File: src/rtl/divider_32.sv
// divider_32: sequential 32-bit restoring divider, signed/unsigned, fixed 33-cycle latency.
module divider_32 #(
    parameter int DATA_WIDTH = 32
) (
    input  logic                  clk,
    input  logic                  resetn,
    input  logic                  in_valid,
    output logic                  in_ready,
    input  logic [DATA_WIDTH-1:0] dividend,
    input  logic [DATA_WIDTH-1:0] divisor,
    input  logic                  div_signed,
    output logic                  out_valid,
    input  logic                  out_ready,
    output logic [DATA_WIDTH-1:0] quotient,
    output logic [DATA_WIDTH-1:0] remainder,
    output logic                  div_by_zero
);
    typedef enum logic [1:0] {IDLE, CALC, DONE} state_t;
    state_t state, state_n;
    logic        sign_a, sign_b;
    logic [31:0] a_orig, b_mag, work, work_n;
    logic [32:0] part, part_n;
    logic [33:0] part_sh, diff;
    logic [5:0]  cnt;
    logic        last;
    assign in_ready  = (state == IDLE);
    assign out_valid = (state == DONE);
    assign last      = (cnt == 6'd31);
    always_ff @(posedge clk) begin
        if (!resetn) state <= IDLE;
        else state <= state_n;
    end
    always_comb begin
        state_n = (state == IDLE && in_valid) ? CALC :
                  (state == CALC && last)     ? DONE :
                  (state == DONE && out_ready) ? IDLE : state;
        part_sh = {part, work[31]};
        diff    = part_sh - {2'b0, b_mag};
        part_n  = diff[33] ? part_sh[32:0] : diff[32:0];
        work_n  = {work[30:0], ~diff[33]};
    end
    always_ff @(posedge clk) begin
        if (!resetn) begin
            quotient    <= '0;
            remainder   <= '0;
            div_by_zero <= 1'b0;
            cnt         <= '0;
            part        <= '0;
            work        <= '0;
            a_orig      <= '0;
            b_mag       <= '0;
            sign_a      <= 1'b0;
            sign_b      <= 1'b0;
        end else begin
            if (state == IDLE && in_valid) begin
                sign_a <= div_signed & dividend[31];
                sign_b <= div_signed & divisor[31];
                a_orig <= dividend;
                work   <= (div_signed & dividend[31]) ? -dividend : dividend;
                b_mag  <= (div_signed & divisor[31]) ? -divisor : divisor;
                cnt    <= '0;
                part   <= '0;
            end
            if (state == CALC) begin
                part <= part_n;
                work <= work_n;
                cnt  <= cnt + 6'd1;
            end
            // zero divisor bypasses sign correction and reports the raw dividend
            if (state == CALC && last) begin
                quotient    <= (b_mag == '0) ? '1 : ((sign_a ^ sign_b) ? -work_n : work_n);
                remainder   <= (b_mag == '0) ? a_orig : (sign_a ? -part_n[31:0] : part_n[31:0]);
                div_by_zero <= (b_mag == '0);
            end
        end
    end
endmodule

File: config.mk
export PLATFORM = sky130hd
export DESIGN_NAME = divider_32
export DESIGN_NICKNAME = d
export VERILOG_FILES = /design/src/rtl/divider_32.sv
export SDC_FILE = /design/constraint.sdc
export NUM_CORES = 1
export LEC_CHECK = 0
export CAP_MARGIN = 30
export CORE_AREA = 5 5 201 203
export DETAILED_ROUTE_END_ITERATION = 16
export DIE_AREA = 0 0 206 208
export GPL_TIMING_DRIVEN = 1
export PLACE_DENSITY_LB_ADDON = 0.2
export SLEW_MARGIN = 20
export SYNTH_ARGS = -nofsm -noshare
export SYNTH_HDL_FRONTEND = slang
export SYNTH_SLANG_ARGS = --single-unit
File: constraint.sdc
create_clock -name clk -period 13.9 [get_ports clk]
set_clock_uncertainty 0.2 [all_clocks]
set_input_delay 1.39 -clock clk [delete_from_list [all_inputs] [get_ports clk]]
set_output_delay 1.39 -clock clk [all_outputs]
set_load 0.02 [all_outputs]
==> Word level (Yosys, flattened, before mapping) <==
Index checks and enable logic that the tools add are counted.
{ "op_classes": {"reduce_logical": 9, "n_bitwise": 5, "muxes": 16, "n_eq_ne": 3, "n_addsub": 6} }
{ "ops": {"columns": ["operator", "n"], "rows": [
  ["2-to-1 mux 32 bit", 8],
  ["negator 32 bit", 4],
  ["2-to-1 mux 33 bit", 3],
  ["subtractor 34 x 32 -> 34 bit", 1],
  ["logical NOT 32 bit", 1],
  ["2-to-1 mux 6 bit", 2],
  ["adder 6 x 1 -> 6 bit, second input constant", 1],
  ["== test 6 x 5 -> 1 bit, second input constant", 1],
  ["2-to-1 mux 2 bit", 2],
  ["nonzero test 2 bit", 2],
  ["logical AND 1 bit", 3],
  ["nonzero test 3 bit", 1],
  ["bitwise AND 1 bit", 2],
  ["== test 2 x 1 -> 1 bit, second input constant", 1],
  ["== test 2 bit, second input constant", 1],
  ["logical NOT 2 bit", 1],
  ["inverter 1 bit", 2],
  ["OR reduction 2 bit", 1],
  ["2-to-1 mux 1 bit", 1],
  ["bitwise XOR 1 bit", 1]
]} }
{ "word_totals": {"word_cells": 51, "regBits": 204, "output_inout_bits": 67, "input_bits": 69} }

==> Depth between registers and ports, before layout <==
Gate-level depths: netlist of run 1.
{ "depth": {"word_depth": 5, "depth_mapped": 24, "depth_no_buf": 21} }

==> Worst setup path after synthesis of run 1 <==
No wires, ideal clock.
{ "synth_path": {"kind": "register to register", "startpoint": "register b_mag[11]", "endpoint": "register remainder[30]", "t_arrival_ns": 4.759, "path_buffers": 3, "setup_time_ns": 0.103, "period_less_slack_ns": 5.062, "t_required_ns": 13.597, "path_slack_ns": 8.838, "stages_incl_launch_ff": 24, "cell_sequence": "dfxtp_1 > inv_1 > ha_1 > buf_2 > nand2_2 > nor3_4 > nand3_2 > o211ai_4 > mux2i_4 > nor2_8 > inv_4 > clkbuf_1 > clkbuf_1 > nor2_1 > a21oi_1 > ha_1 > nand2_1 > nor4_2 > o2111ai_1 > o31ai_2 > nand3_2 > o31ai_2 > xnor2_1 > a2111oi_2"} }
{ "synth_via": {"elab_chain_cells": 5, "elab_cells_between_ends": 6, "cone_classes": "2 x add/sub; 3 x mux; 1 x reduce/logical"} }
{ "synth_rtl": {"columns": ["item", "line_no", "source"], "rows": [
  ["start: declaration", "21", "logic [31:0] a_orig, b_mag, work, work_n;"],
  ["start signal: assignment", "60", "b_mag <= (div_signed & divisor[31]) ? -divisor : divisor;"],
  ["subtractor 34 x 32 -> 34 bit", "38", "diff = part_sh - {2'b0, b_mag};"],
  ["2-to-1 mux 33 bit", "39", "part_n = diff[33] ? part_sh[32:0] : diff[32:0];"],
  ["negator 32 bit", "72", "remainder <= (b_mag == '0) ? a_orig : (sign_a ? -part_n[31:0] : part_n[31:0]);"],
  ["2-to-1 mux 32 bit", "72", null],
  ["2-to-1 mux 32 bit (*)", "72", null],
  ["end signal: assignment", "72", null],
  ["end: declaration", "15", "output logic [DATA_WIDTH-1:0] remainder,"]
]} }
Every way passes the cells marked *; elsewhere a longest branch is shown, timed or not.
A chain may end at the register's enable or synchronous reset.

==> Final worst setup path of run 1 <==
{ "layout_path": {"startpoint": "register part[7]", "endpoint": "register remainder[30]"} }
{ "layout_via": {"elab_chain_cells": 5} }
{ "layout_rtl": {"columns": ["item", "line_no", "source"], "rows": [
  ["start: declaration", "22", "logic [32:0] part, part_n;"],
  ["start signal: assignment", "65", "part <= part_n;"],
  ["subtractor 34 x 32 -> 34 bit", "38", null],
  ["2-to-1 mux 33 bit (*)", "39", null],
  ["negator 32 bit", "72", null],
  ["2-to-1 mux 32 bit (*) (2 in series)", "72", null]
]} }
Marked as above.

==> impl_metrics.json, run 1 <==
{
  "relSlewSlack_pct": 35.7,
  "drt_wl_total_mm": 46.9,
  "fin_crit_sh_pct": 43.8,
  "drt_iter0_drc": 1121,
  "gp_congestion": 0.924,
  "synth_top_area_cell": "dfxtp_1",
  "postSynthAreaPerCell_um2": 7.53,
  "cp-end-kind": "register",
  "p_leak_nw": 5.63,
  "period_minus_slack_ns": 6.08,
  "chipWidth_um": 206,
  "core_area_um2": 38300,
  "pwr-share-seq_pct": 38.3,
  "whs_path_depth": 2,
  "clock-sinks": 204,
  "io_buffers": 135,
  "required_ns": 14.15,
  "slowest_stage": "dfxtp_1",
  "area_growth_pct": 18.9,
  "final_common_cell": "nand2_1",
  "swShare_pct": 32.8,
  "max_freq_mhz": 164,
  "drive_above_1_share_pct": 6.12,
  "die_area_um2": 42800,
  "antenna_cells": 0,
  "cp.depth": 19,
  "seq_area_frac_synth_pct": 30.8,
  "tightest_slew_ns": 0.965,
  "ctsHtreeMaxLevel": 1,
  "reg2regPathDepth": 19,
  "slowest_delay_ns": 0.53,
  "clk_pin_slew_ns": 0.06,
  "multi_input_area_um2": 8550,
  "grt_max_degree": 83,
  "dp_hpwl_mm": 34.6,
  "clkPwrFrac_pct": 39.0,
  "fp.dieH_um": 208,
  "start_kind": "register",
  "status": "finished clean",
  "maxCapViolCount": 0,
  "layout.cells.non_filler": 2363,
  "synth_top_area_share_pct": 30.8,
  "critPathMaxFanout": 35,
  "switching_power_uw": 543,
  "finalNetCount": 1934,
  "cts_tree": "built",
  "clk_latency_ns": 0.55,
  "postSynthCellCount": 1762,
  "vdd_drop_max_v": 0.0000818,
  "syn_nets": 1869,
  "ys.flop_type": "dfxtp_1",
  "vias_per_cell": 5.67,
  "grt_pass1_vias": 12600,
  "critical_path_class": "register to register",
  "rows": 72,
  "route.detailed.drc": 0,
  "pin_count": 136,
  "hp-class": "register to register",
  "crit_buf_inv": 2,
  "grt_setup_unrepaired": "false",
  "cts_buffers": 25,
  "clock_path_buffers": 3,
  "comb_power_share_pct": 22.6,
  "postCtsSetupBuffers": 0,
  "finalSetupTns_ns": 0,
  "synth-edff-count": 0,
  "synth-seq-cells": 204,
  "grt_pass1_wl_mm": 73.4,
  "initial_utilization_pct": 34.6,
  "cts_root_buf": "clkbuf_16",
  "power.density_nw_per_um2": 105,
  "critPathTopFamily": "compound AO/OA/AOI/OAI gates",
  "p_int_mw": 1.11,
  "ant_nets": 0,
  "grtUsageTotal_pct": 21.2,
  "synthTopCellsByArea": "dfxtp_1 (31%), a21oi_1 (7.2%), nand2_1 (6.2%)",
  "via_count": 13400,
  "cp_cell_sequence": "ha_1 -> a21oi_1 -> o21ai_1 -> a41oi_1 -> o211ai_4 -> mux2i_4 -> nor2_8 -> buf_4 -> inv_4 -> a21oi_1 -> ha_1 -> nand2_1 -> nor4_2 -> o2111ai_1 -> o31ai_2 -> nand3_2 -> o31ai_2 -> xnor2_1 -> a2111oi_2",
  "ys_types": 94,
  "cp.arrival_ns": 6.33,
  "slew_violations": 0,
  "fin_hold_ws_ns": 0.252,
  "grt_overflow": 0,
  "grt_antenna_before_repair": 1,
  "dp.cells": 2317,
  "wl_per_cell_um": 19.9,
  "power_mw": 1.66,
  "ctsResizeCount": 0,
  "fillers": 3929,
  "drtPass1Iterations": 5,
  "syn-cell-area_um2": 13300,
  "ys_warn_count": 0,
  "cts-hold-fix-buffers": 0,
  "final_cell_mix": "nand2_1 (217), dfxtp_1 (204), a21oi_1 (190)",
  "finalSetupViolCount": 0,
  "hold_violations": 0,
  "synthArstFlopShare_pct": 0,
  "regArea_um2": 4080
}
-- path summary, 6_finish.rpt --
kind,start,slack (ns),endpoint
max,part[7],7.82,remainder[30]
max reg2reg,part[7],7.82,remainder[30]
min,a_orig[12],0.25,a_orig[12]
min reg2reg,a_orig[12],0.25,a_orig[12]
-- cells by family (layout without fill, tap and decap cells) --
kind of cell             count (synthesis)  in the layout  synth area share [%]
AND/OR/NAND/NOR                        607            607                  21.0
multiplexers                            33             33                  2.93
XOR/XNOR                               132            132                  8.72
AO/OA/AOI/OAI                          578            578                  27.9
adder cells (fa/ha/maj)                 38             38                  3.64
flip-flops                             204            204                  30.8
buffers and inverters                  170            253                  4.98
-- per-stage QoR --
| stage | area [um^2] | setup WS, ns | util, % |
|---|---|---|---|
| after global routing | 15800 | 7.35 | 41.2 |
| after detailed placement | 15000 | 7.90 | 39.1 |
| after global placement | 14900 | 8.04 | 39.0 |
| final | 15800 | 7.82 | 41.2 |
| after CTS | 15800 | 7.88 | 41.2 |
| after floorplan | 13300 | 8.84 | - |
-- layout make-up --
cell class                      count  area share, %
Clock buffer                       35           4.46
Sequential cell                   204           25.9
Timing Repair Buffer              150           9.31
Tap cell                          518           4.11
Inverter                           58           1.41
Clock inverter                     10          0.635
Multi-Input combinational cell   1388           54.2
-- power groups by stage --
stage	clock network, mW	registers (mW)	logic [mW]
floorplan	0	0.636	0.258
finish	0.647	0.635	0.375
global placement	0	0.647	0.369
detailed placement	0	0.647	0.370
global route	0.687	0.638	0.412
CTS	0.664	0.635	0.372
-- cell usage after synthesis, types with 6 or more instances --
| library cell | count |
|---|---|
| nand2_1 | 218 |
| dfxtp_1 | 204 |
| a21oi_1 | 190 |
| nor2_1 | 185 |
| o21ai_0 | 109 |
| clkbuf_1 | 96 |
| xor2_1 | 80 |
| inv_1 | 55 |
| xnor2_1 | 52 |
| a211oi_1 | 45 |
| a31oi_1 | 44 |
| nand3_1 | 43 |
| ha_1 | 37 |
| nor3_1 | 33 |
| nor4_1 | 31 |
| a22oi_1 | 29 |
| mux2i_1 | 24 |
| o31ai_1 | 23 |
| nand4_1 | 17 |
| a21o_1 | 16 |
| a311oi_1 | 13 |
| o41ai_1 | 12 |
| or3_1 | 11 |
| o21ai_1 | 10 |
| buf_1 | 9 |
| o21a_1 | 9 |
| and2_1 | 8 |
| and3_1 | 8 |
| or2_2 | 8 |
| or4_1 | 8 |
| nand2b_1 | 7 |
| nor2b_1 | 7 |
| o211ai_1 | 7 |
| a41oi_1 | 6 |
-- sequential cells by signal, summed over array words and instances, names as in the netlist, 2 cells and up --
signal	count
quotient	32
part	33
cnt	6
b_mag	32
a_orig	32
work	32
state	2
remainder	32
-- worst register-to-register path: cells and delay by family (launching register included) --
| family | cells | cell delay [ns] |
|---|---|---|
| DFF | 1 | 0.53 |
| and+or+nand+nor | 4 | 0.96 |
| buffers and inverters | 2 | 0.66 |
| xor gates and xnor gates | 1 | 0.12 |
| muxes | 1 | 0.31 |
| adders and majority gates | 2 | 0.67 |
| AOI/OAI and AO/OA | 9 | 2.54 |
-- routing by layer --
layer,vias up,wire length [um],part of all wire [%],global-route usage (%)
li1,6513,-,-,-
met1,6410,22100,47,30.9
met2,397,20700,44,32.6
met3,71,2850,6.1,3.35
met4,0,1200,2.6,5.55
met5,-,0,0,0
Note: power is estimated with default switching activity, not from simulation.
==> run 2: changes to the inputs <==
- clock period: 13.9 -> 5.7 ns (I/O delays scaled with it)
==> run 2 against run 1 <==
Against the previous run:
- sequential power up 140%
- via count about the same
- first-iteration DRC count down 2.0%
- sequential cell count unchanged
- setup slack worse by 7.4 ns
- count of clock-buffer cells in the layout down 4
- die area unchanged
- combinational power up 150%
- global-route usage up 0.52 points
- routed wire length up 2.4%
- non-clock buffer count up 14
- cell area up 0.67%
==> impl_metrics.json, run 2 (synthesis gave the netlist of run 1 again) <==
{
  "crit_buf_inv": 0,
  "fp.dieH_um": 208,
  "grt_use_met3_pct": 3.30,
  "critPathLaunch": "part[7]",
  "status": "finished clean",
  "required_ns": 5.95,
  "cp.arrival_ns": 5.57,
  "grt_pass1_wl_mm": 74.7,
  "largest_register_ffs": 33,
  "vdd_drop_max_v": 0.000218,
  "vias_per_cell": 5.64,
  "wl_per_cell_um": 20.2,
  "cts_buffers": 25,
  "hp-start": "a_orig[7]",
  "dp.cells": 2332,
  "hp-class": "register to register",
  "grt_setup_unrepaired": "false",
  "regMostFlops": "part",
  "chipWidth_um": 206,
  "dp_hpwl_mm": 35.8,
  "critical_path_class": "register to register",
  "area_growth_pct": 19.7,
  "reg2regPathDepth": 17,
  "critPathTopFamily": "compound AO/OA/AOI/OAI gates",
  "use_met1_pct": 31.8,
  "route.detailed.drc": 0,
  "grtUsageTotal_pct": 21.7,
  "io_buffers": 135,
  "slowest_delay_ns": 0.54,
  "rows": 72,
  "cts_root_buf": "clkbuf_16",
  "relSlewSlack_pct": 34.5,
  "ctsHtreeMaxLevel": 1,
  "finalNetCount": 1948,
  "clk_pin_slew_ns": 0.06,
  "finalSetupViolCount": 0,
  "finalSetupTns_ns": 0,
  "hold_violations": 0,
  "slew_violations": 0,
  "core_area_um2": 38300,
  "grt_busiest_layer": "met2",
  "grtUsageMet2_pct": 33.0,
  "power.density_nw_per_um2": 255,
  "grt_max_degree": 91,
  "cp_cell_sequence": "ha_1 -> nand2_1 -> o21ai_1 -> a41oi_1 -> o211ai_4 -> mux2i_4 -> nor2_8 -> mux2i_1 -> ha_1 -> nand2_1 -> nor4_2 -> o2111ai_1 -> o31ai_2 -> nand3_2 -> o31ai_2 -> xnor2_1 -> a2111oi_2",
  "drt_iter0_drc": 1099,
  "pin_count": 136,
  "antenna_cells": 0,
  "start_kind": "register",
  "via_count": 13400,
  "drt_wl_total_mm": 48.0,
  "cp.depth": 17,
  "grt_pass1_vias": 12800,
  "whs_path_depth": 2,
  "clock-sinks": 204,
  "ctsResizeCount": 0,
  "drive_above_1_share_pct": 6.84,
  "postCtsSetupBuffers": 0,
  "clock_path_buffers": 3,
  "grt_antenna_before_repair": 2,
  "r2r-start": "part[7]",
  "final_cell_mix": "nand2_1 (217), dfxtp_1 (204), a21oi_1 (190)",
  "die_area_um2": 42800,
  "reg2reg_slack_ns": 0.38,
  "ant_nets": 0,
  "drtPass1Iterations": 7,
  "initial_utilization_pct": 34.6,
  "grt_overflow": 0,
  "cts-hold-fix-buffers": 0,
  "cp-end-kind": "register",
  "clk_latency_ns": 0.56,
  "maxCapViolCount": 0,
  "fillers": 4012,
  "layout.cells.non_filler": 2374,
  "fin_hold_ws_ns": 0.256,
  "cts_tree": "built",
  "max_freq_mhz": 188,
  "p_leak_nw": 5.69,
  "slowest_stage": "dfxtp_1",
  "final_common_cell": "nand2_1",
  "critPathMaxFanout": 9,
  "gp_congestion": 0.942,
  "fin_crit_sh_pct": 93.4,
  "tightest_slew_ns": 0.974,
  "period_minus_slack_ns": 5.32
}
## run 2: layout make-up
cell class                 count  area [um^2]  share of cell area [%]
tap                          518          648                    4.08
sequential                   204         4080                    25.7
clock buffer                  31          678                    4.27
inverter                      58          223                    1.40
clock inverter                11          111                   0.701
timing repair buffer         164         1590                    10.0
multi-input combinational   1388         8550                    53.8
## run 2: metrics by stage
step | area [um^2] | util, % | worst slack [ns] | power, mW
6_report | 15900 | 41.5 | 0.377 | 4.06
3_3_place_gp | 15100 | 39.4 | 0.666 | 2.49
5_1_grt | 15900 | 41.5 | 0.0347 | 4.24
3_5_place_dp | 15100 | 39.4 | 0.493 | 2.49
2_1_floorplan | 13300 | - | 0.638 | 2.18
4_1_cts | 15900 | 41.5 | 0.466 | 4.08
## run 2: report_power, final
| group | switching [mW] | internal, mW |
|---|---|---|
| combinational | 0.601 | 0.331 |
| clock | 0.684 | 0.894 |
| sequential | 0.0631 | 1.48 |
| total | 1.35 | 2.71 |
## run 2: worst register-to-register path, delay by kind of cell, from the launching register on
| kind | cells | cell delay [ns] |
|---|---|---|
| AOI/OAI and AO/OA | 7 | 1.98 |
| xor gates and xnor gates | 1 | 0.12 |
| adders and majority gates | 2 | 0.69 |
| DFF | 1 | 0.54 |
| muxes | 2 | 0.58 |
| and+or+nand+nor | 5 | 1.10 |
## run 2: worst paths after layout
path / to
worst min register to register: a_orig[7]
worst max register to register: remainder[30]
worst max-delay path: remainder[30]
worst min-delay path: a_orig[7]
## run 2: metal layers
layer | vias to the layer above | wire length [um]
li1 | 6531 | -
met4 | 2 | 1380
met1 | 6385 | 22600
met3 | 75 | 3020
met2 | 388 | 21000
met5 | - | 7
==> run 3: changes to the inputs <==
- PLACE_DENSITY_LB_ADDON: 0.2 -> 0.1
- SKIP_CTS_REPAIR_TIMING: not set -> 1
==> run 3 against run 2 <==
Against the previous run:
- routed wire length rose by 6.4%
- total power increased by 3.1%
- highest routed layer is now met4
- utilization rose by 0.16 points
==> impl_metrics.json, run 3 (synthesis gave the netlist of run 1 again) <==
{
  "drtPass1Iterations": 5,
  "clock_path_buffers": 3,
  "relSlewSlack_pct": 24.4,
  "clock-sinks": 204,
  "grt_pass1_wl_mm": 78.5,
  "clk_pin_slew_ns": 0.06,
  "die_area_um2": 42800,
  "maxCapViolCount": 0,
  "pin_count": 136,
  "drive_above_1_share_pct": 6.98,
  "grt_max_degree": 82,
  "max_freq_mhz": 190,
  "required_ns": 5.92,
  "rows": 72,
  "area_growth_pct": 20.2,
  "finalSetupTns_ns": 0,
  "antenna_cells": 0,
  "dp_hpwl_mm": 38.1,
  "placed_area_um2": 15100,
  "pwr-share-seq_pct": 37.0,
  "finalNetCount": 1951,
  "cp-end-kind": "register",
  "p_int_mw": 2.82,
  "grt_setup_unrepaired": "false",
  "drt_wl_total_mm": 51.1,
  "cp.arrival_ns": 5.48,
  "critical_path_class": "register to register",
  "swShare_pct": 32.6,
  "fillers": 4001,
  "clkPwrFrac_pct": 40.2,
  "status": "finished clean",
  "p_leak_nw": 5.73,
  "cts_buffers": 26,
  "final_area_um2": 15900,
  "hold_violations": 0,
  "cts_tree": "built",
  "slew_violations": 0,
  "route.detailed.drc": 0,
  "clk_latency_ns": 0.55,
  "fp.dieH_um": 208,
  "drt_iter0_drc": 1001,
  "comb_power_share_pct": 22.8,
  "finalSetupViolCount": 0,
  "grt_pass1_vias": 13200,
  "tightest_slew_ns": 1.13,
  "wl_per_cell_um": 21.5,
  "start_kind": "register",
  "grt_overflow": 0,
  "ctsHtreeMaxLevel": 1,
  "vdd_drop_max_v": 0.000233,
  "fin_crit_sh_pct": 92.2,
  "io_buffers": 135,
  "grtUsageTotal_pct": 23.1,
  "regMostFlops": "part",
  "largest_register_ffs": 33,
  "period_minus_slack_ns": 5.26,
  "vias_per_cell": 5.68,
  "power.density_nw_per_um2": 262,
  "final_cell_mix": "nand2_1 (217), dfxtp_1 (204), a21oi_1 (190)",
  "chipWidth_um": 206,
  "via_count": 13500,
  "hp-class": "register to register",
  "gp_congestion": 0.922,
  "grt_antenna_before_repair": 1,
  "switching_power_mw": 1.37,
  "cts_root_buf": "clkbuf_16",
  "core_area_um2": 38300,
  "initial_utilization_pct": 34.6,
  "critPathMaxFanout": 10,
  "final_common_cell": "nand2_1",
  "ant_nets": 0
}
-- run 3: changes by cell type in the layout (fill, tap and decap cells not counted), sizes merged --
cell	delta
clkbuf	+4
buf	+3
bufinv	+2
inv	-2
clkdlybuf4s50	-1
clkinv	+1
clkinvlp	-1
-- run 3: layer usage --
metal  track usage, %  vias to the layer above  part of all wire [%]
li1                 -                     6553                     -
met1             33.5                     6481                    48
met2             35.4                      401                    43
met3             4.10                       73                   6.0
met4             6.24                        0                   2.9
met5                0                        -                     0
-- run 3: through the flow --
step	hold slack [ns]	cells	setup WS, ns	power (mW)	util (%)
final	0.255	2380	0.443	4.18	41.6
after global routing	0.279	2380	0.0402	4.37	41.6
after CTS	0.256	2379	0.512	4.21	41.6
after detailed placement	0.248	2333	0.545	2.52	39.4
after global placement	0.242	2333	0.710	2.52	39.4
after floorplan	0.232	1762	0.638	2.18	-
-- run 3: path summary, 6_finish.rpt --
| path | slack (ns) | depth (start not counted) | startpoint | to |
|---|---|---|---|---|
| worst min-delay path | 0.26 | 2 | a_orig[17] | a_orig[17] |
| worst max register to register | 0.44 | 19 | part[10] | remainder[24] |
| worst max-delay path | 0.44 | 19 | part[10] | remainder[24] |
| worst min register to register | 0.26 | 2 | a_orig[17] | a_orig[17] |
-- run 3: final cells by class --
cell class                 instances  area (um^2)  share of cell area (%)
clock buffer                      35          704                    4.42
clock inverter                    11          150                   0.942
sequential                       204         4080                    25.6
multi-input combinational       1388         8550                    53.7
tap                              518          648                    4.07
inverter                          58          223                    1.40
timing repair buffer             166         1580                    9.89
-- run 3: worst max-delay path: stages, from the launching register on --
cell	delay (ns)
dfxtp_1	0.40
ha_1	0.52
nand2_2	0.15
nor3_4	0.28
nand3_2	0.12
o211ai_4	0.37
mux2i_4	0.37
nor2_8	0.09
inv_4	0.06
nor2_1	0.03
a21oi_1	0.21
ha_1	0.28
nand2_1	0.09
nor4_2	0.31
o2111ai_1	0.34
mux2i_1	0.41
nand4_2	0.20
o21ai_1	0.22
xnor2_1	0.09
a2111oi_1	0.36
-- run 3: power by group through the flow --
| stage | Combinational [mW] | Clock (mW) | Sequential (mW) |
|---|---|---|---|
| 2_1_floorplan | 0.628 | 0 | 1.55 |
| 3_3_place_gp | 0.943 | 0 | 1.57 |
| 3_5_place_dp | 0.940 | 0 | 1.58 |
| 4_1_cts | 0.945 | 1.72 | 1.55 |
| 5_1_grt | 1.04 | 1.77 | 1.55 |
| 6_report | 0.954 | 1.68 | 1.55 |
